**src/rtl/pipe_pkg.sv**
```systemverilog
// Shared definitions for the pipeline hazard/forwarding logic.
// Holds the forwarding-mux select encodings, the hard-wired zero register
// address and the per-stage destination tag carried down the pipeline.
package pipe_pkg;

    localparam int TAG_ADDR_W = 5;

    localparam logic [1:0] FWD_SEL_REGFILE = 2'b00;
    localparam logic [1:0] FWD_SEL_EXMEM   = 2'b01;
    localparam logic [1:0] FWD_SEL_MEMWB   = 2'b10;

    localparam logic [TAG_ADDR_W-1:0] REG_ZERO = '0;

    typedef struct packed {
        logic                  v;
        logic [TAG_ADDR_W-1:0] rd;
        logic                  we;
    } stage_tag_t;

    // True when a stage will write a real, non-zero register equal to src.
    function automatic logic tag_hits(input stage_tag_t tag,
                                      input logic [TAG_ADDR_W-1:0] src);
        return tag.v && tag.we && (tag.rd != REG_ZERO) && (tag.rd == src);
    endfunction

endpackage

```
**src/rtl/fwd_sel_unit.sv**
```systemverilog
// Combinational select for one ALU-operand forwarding mux.
// Ports:
//   src_v    - instruction in EX is real; select is regfile otherwise
//   src      - source register address of that operand
//   mem_tag  - destination tag of the instruction in MEM (newer)
//   wb_tag   - destination tag of the instruction in WB (older)
//   sel      - 00 regfile, 01 EX/MEM result, 10 MEM/WB result
module fwd_sel_unit
    import pipe_pkg::*;
(
    input  logic                  src_v,
    input  logic [TAG_ADDR_W-1:0] src,
    input  stage_tag_t            mem_tag,
    input  stage_tag_t            wb_tag,
    output logic [1:0]            sel
);

    // MEM holds the younger producer, so it wins when both stages match.
    always_comb begin
        sel = FWD_SEL_REGFILE;
        if (src_v) begin
            if (tag_hits(mem_tag, src)) begin
                sel = FWD_SEL_EXMEM;
            end else if (tag_hits(wb_tag, src)) begin
                sel = FWD_SEL_MEMWB;
            end
        end
    end

endmodule

```
**src/rtl/fwd_hazard_ctrl.sv**
```systemverilog
// Forwarding and load-use hazard controller for the 5-stage pipeline.
// Tracks destination tags for EX, MEM and WB, drives the two operand
// forwarding selects and the stall/bubble controls.
// Optional build macro: FWDCTL_PERF_EN adds a saturating stall counter.
// Ports:
//   clk, rst_n         - pipeline clock, async active-low reset
//   id_valid           - ID holds a real instruction
//   id_rs, id_rt       - ID source registers
//   id_rd              - ID destination register
//   id_regwrite        - ID instruction writes the register file
//   id_memread         - ID instruction is a load
//   flush              - ID instruction is wrong-path
//   fwd_a_sel/fwd_b_sel- operand mux selects (00 rf, 01 EX/MEM, 10 MEM/WB)
//   stall              - load-use stall this cycle
//   pc_write/ifid_write- front-end write enables (~stall)
//   idex_bubble        - ID/EX loads a NOP (stall | flush)
//   stall_cnt          - stall cycle count (FWDCTL_PERF_EN only)
module fwd_hazard_ctrl
    import pipe_pkg::*;
#(
    parameter int REG_ADDR_W = TAG_ADDR_W
) (
    input  logic                  clk,
    input  logic                  rst_n,
    input  logic                  id_valid,
    input  logic [REG_ADDR_W-1:0] id_rs,
    input  logic [REG_ADDR_W-1:0] id_rt,
    input  logic [REG_ADDR_W-1:0] id_rd,
    input  logic                  id_regwrite,
    input  logic                  id_memread,
    input  logic                  flush,
    output logic [1:0]            fwd_a_sel,
    output logic [1:0]            fwd_b_sel,
    output logic                  stall,
    output logic                  pc_write,
    output logic                  ifid_write,
`ifdef FWDCTL_PERF_EN
    output logic [31:0]           stall_cnt,
`endif
    output logic                  idex_bubble
);

    logic                  ex_v;
    logic [REG_ADDR_W-1:0] ex_rs;
    logic [REG_ADDR_W-1:0] ex_rt;
    logic [REG_ADDR_W-1:0] ex_rd;
    logic                  ex_we;
    logic                  ex_ld;
    stage_tag_t            mem_tag;
    stage_tag_t            wb_tag;
    logic                  raw;

    always_ff @(posedge clk or negedge rst_n) begin
        if (!rst_n) begin
            ex_v    <= 1'b0;
            ex_rs   <= '0;
            ex_rt   <= '0;
            ex_rd   <= '0;
            ex_we   <= 1'b0;
            ex_ld   <= 1'b0;
            mem_tag <= '0;
            wb_tag  <= '0;
        end else begin
            wb_tag  <= mem_tag;
            mem_tag <= '{v: ex_v, rd: ex_rd, we: ex_we};
            if (idex_bubble) begin
                ex_v  <= 1'b0;
                ex_rs <= '0;
                ex_rt <= '0;
                ex_rd <= '0;
                ex_we <= 1'b0;
                ex_ld <= 1'b0;
            end else begin
                ex_v  <= id_valid;
                ex_rs <= id_rs;
                ex_rt <= id_rt;
                ex_rd <= id_rd;
                ex_we <= id_regwrite;
                ex_ld <= id_memread;
            end
        end
    end

    fwd_sel_unit u_fwd_a (
        .src_v   (ex_v),
        .src     (ex_rs),
        .mem_tag (mem_tag),
        .wb_tag  (wb_tag),
        .sel     (fwd_a_sel)
    );

    fwd_sel_unit u_fwd_b (
        .src_v   (ex_v),
        .src     (ex_rt),
        .mem_tag (mem_tag),
        .wb_tag  (wb_tag),
        .sel     (fwd_b_sel)
    );

    // A load in EX cannot forward yet; hold the dependent instruction one
    // cycle. The inserted bubble clears ex_ld so the stall self-terminates.
    assign raw = ex_v && ex_ld && (ex_rd != REG_ZERO) && id_valid &&
                 ((ex_rd == id_rs) || (ex_rd == id_rt));

    assign stall       = raw && !flush;
    assign pc_write    = !stall;
    assign ifid_write  = !stall;
    assign idex_bubble = stall || flush;

`ifdef FWDCTL_PERF_EN
    always_ff @(posedge clk or negedge rst_n) begin
        if (!rst_n) begin
            stall_cnt <= '0;
        end else if (stall && (stall_cnt != 32'hFFFF_FFFF)) begin
            stall_cnt <= stall_cnt + 32'd1;
        end
    end
`endif

endmodule

```
**config.mk**
```make
export PLATFORM = sky130hd
export DESIGN_NAME = fwd_hazard_ctrl
export DESIGN_NICKNAME = d
export VERILOG_FILES = /design/src/rtl/pipe_pkg.sv /design/src/rtl/fwd_sel_unit.sv /design/src/rtl/fwd_hazard_ctrl.sv
export SDC_FILE = /design/constraint.sdc
export NUM_CORES = 1
export LEC_CHECK = 0
export CAP_MARGIN = 20
export CORE_ASPECT_RATIO = 1.75
export CORE_MARGIN = 1
export CORE_UTILIZATION = 46
export DETAILED_ROUTE_END_ITERATION = 12
export GPL_ROUTABILITY_DRIVEN = 0
export PLACE_DENSITY = 0.75
export RECOVER_POWER = 100
export SLEW_MARGIN = 20
export SYNTH_ARGS = -nofsm -noshare
export SYNTH_HDL_FRONTEND = slang
export SYNTH_HIERARCHICAL = 1
export SYNTH_SLANG_ARGS = --single-unit
```
**constraint.sdc**
```tcl
create_clock -name clk -period 1.8 [get_ports clk]
set_input_delay 0.54 -clock clk [delete_from_list [all_inputs] [get_ports clk]]
set_output_delay 0.54 -clock clk [all_outputs]
set_load 0.02 [all_outputs]
```
==> reports/results.ini <==
[global_routing]
antenna_found_initial=0
grt_max_degree=33
overflow=0
grt_pass1_wl_mm=6.24
grt_util_all_layers_pct=24.9
grt_pass1_vias=1438

[power]
p_int_uw=1380
switching_power_uw=429
swShare_pct=23.7
power.density_nw_per_um2=825
p_leak_uw=0.00100
power_uw=1810
ir_worst_vdd_v=0.000804
sequentialPowerShare_pct=44.5
clkPwrFrac_pct=41.7
p_comb_share_pct=13.8

[drt]
ant_nets=0
dr.pass1.iters=4
vias=1273
wirelength_mm=3.66
avgViaCountPerCell=5.30
drc=0
drt_iter0_markers=30
wl_per_cell_um=15.3

[critical_path]
crit_type=flip-flop to output port
worstPathMaxFanout=4
crit_path_start_kind=flip-flop
cp_data_required_time_ns=1.26
ff2ff_setup_slack_ns=0.30
worstSetupEndpointType=output port
cp.arrival_ns=1.67

[sta]
finalClockSkew_ns=0.00409
slew_headroom_pct=50.8
worstMarginPinSlew_ns=0.739
final_hold_viol_count=0
layout_worst_path_cycle_share_pct=123
drv_slew=0
fmax_mhz=453
min_period_ns=2.21
tns_ns=-2.79
rsz0062_at_grt=yes
setup_viol=8
finalWorstSetupSlack_ns=-0.410

[job]
maxCapViolCount=0

[cells_and_area]
n_antenna_cell=0
multi_input_area_sq_um=751
area_growth_pct=41.4
n_fill_cell=258
fin_cells=240
fin_area_sq_um=2190
seq_area_sq_um=807
nNetsFinal=217
layout-drive-gt1-share_pct=32.5

[placement]
port_buffers=28
place_hpwl_mm=2.81
dp_cells=228
placedInstanceArea_sq_um=2020

[logic_synthesis]
syn-num-nets=168
netlist_instances=147
ys_top_cells_by_area=dfrtp_1 (52%), nand2b_1 (7.3%), a21oi_1 (6.8%)
synth_common_cells=dfrtp_1 (32), a21oi_1 (21), nand2b_1 (18)
ys_seq_elements=32
synth_warnings=6
synth_ff_type=dfrtp_1
yosysSeqAreaShare_pct=51.6
synth_top_area_share_pct=51.6
syn_area_sq_um=1550
synth_enable_flop_cells=0
netlist.top_cell.by_area=dfrtp_1
synthArstFlopShare_pct=100
yosysMostFrequentCell=dfrtp_1
ys_types=26
syn_avg_cell_area_sq_um=10.6

[clock_tree]
cts_made_buffers=5
clk_pin_slew_ns=0.07
cts_tree=yes
cts_hold_buf=0
cts_sinks=32
cts_max_level=2
clk_latency_ns=0.28
cts_buffer_depth=2
cts-root-buf=clkbuf_8

[floorplanning]
die_height_um=78.8
die_area_sq_um=3620
coreArea_sq_um=3180
placementRows=27
die_w_um=45.9
ioPinCount=29
start_util_pct=48.9

[status]
status=finished with violations
violations=setup timing

[hold_path]
min_path_type=flip-flop to flip-flop

power by group through the flow:
stage	sequential (uW)	combinational (uW)	clock, uW
finish	805	249	756
global route	811	271	801
CTS	805	251	765
detailed placement	815	239	0
global placement	812	228	0
floorplan	804	128	0
logic make-up (layout without fill, tap and decap cells):
| kind of cell | Yosys count | count (layout) | synth area share [%] |
|---|---|---|---|
| simple gates | 45 | 45 | 18.1 |
| flops | 32 | 32 | 51.6 |
| compound gates | 31 | 31 | 12.7 |
| xor+xnor | 22 | 22 | 12.4 |
| buf+inv | 17 | 67 | 5.16 |
metal layers:
layer	vias to the layer above	share of wire, %	global-route usage (%)
met5	-	0	0
met3	16	3.4	4.09
met4	0	5.1	18.2
met1	611	32	22.3
met2	48	60	45.4
li1	598	-	-
worst max-delay path: stages (launching register included):
cell and delay [ns]:
dfrtp_2 0.46, xnor2_2 0.16, nand3_2 0.13, o22ai_4 0.22
buf_6 0.13, nand3b_1 0.13, buf_6 0.17
stage by stage:
stage | hold slack [ns] | util [%] | worst slack [ns]
after global routing | 0.375 | 69.1 | -0.488
final | 0.356 | 69.1 | -0.410
after CTS | 0.360 | 69.0 | -0.413
after detailed placement | 0.342 | 63.5 | -1.12
after floorplan | 0.244 | - | -0.260
after global placement | 0.335 | 63.5 | -1.08
final timing paths:
| path | start | end | cells past startpoint |
|---|---|---|---|
| hold reg to reg | ex_we | mem_tag[0] | 0 |
| setup / recovery | ex_rd[4] | pc_write | 6 |
| setup reg to reg | ex_rd[4] | ex_rt[2] | 6 |
| hold / removal | ex_we | mem_tag[0] | 0 |
| max in group asynchronous | rst_n | ex_rd[1] | 2 |
| min in group asynchronous | rst_n | mem_tag[0] | 2 |
state kept, by name, summed over array words and instances, names as in the netlist:
| register | count |
|---|---|
| ex_rd | 5 |
| ex_rs | 5 |
| ex_we | 1 |
| mem_tag | 7 |
| ex_ld | 1 |
| ex_v | 1 |
| wb_tag | 7 |
| ex_rt | 5 |
cell usage in the layout (no fill, tap or decap), drive strengths merged:
cell | synthesis | final
nand2b | 18 | 18
and3b | 1 | 1
nor4 | 6 | 6
and4 | 2 | 2
nand3 | 5 | 5
clkdlybuf4s15 | 0 | 5
nand3b | 1 | 1
clkbuf | 3 | 9
a222oi | 2 | 2
o22ai | 3 | 3
a21o | 1 | 1
bufinv | 0 | 1
dlygate4sd2 | 0 | 3
a21oi | 21 | 21
inv | 10 | 10
o21ai | 2 | 2
xor2 | 10 | 10
o2111ai | 2 | 2
buf | 4 | 30
nand2 | 4 | 4
xnor2 | 12 | 12
nor3 | 3 | 3
clkdlybuf4s50 | 0 | 8
nor2 | 5 | 5
dfrtp | 32 | 32
dlygate4sd3 | 0 | 1
final cells by class:
cell class,count,area share (%)
flip-flops and latches,32,36.8
multi-input cells,98,34.2
repair buffers,49,19.1
clock buffers,7,4.39
well taps,43,2.45
inverters,10,1.71
clock inverters,1,1.37
repair_timing:
| action | 4_1_cts | 5_1_grt |
|---|---|---|
| resized for setup | 85 | 1 |
| buffers inserted | 3 | 1 |
| pin swaps | 14 | 2 |
| endpoints found under the setup margin | 8 | 8 |
(Power assumes the default switching activity.)
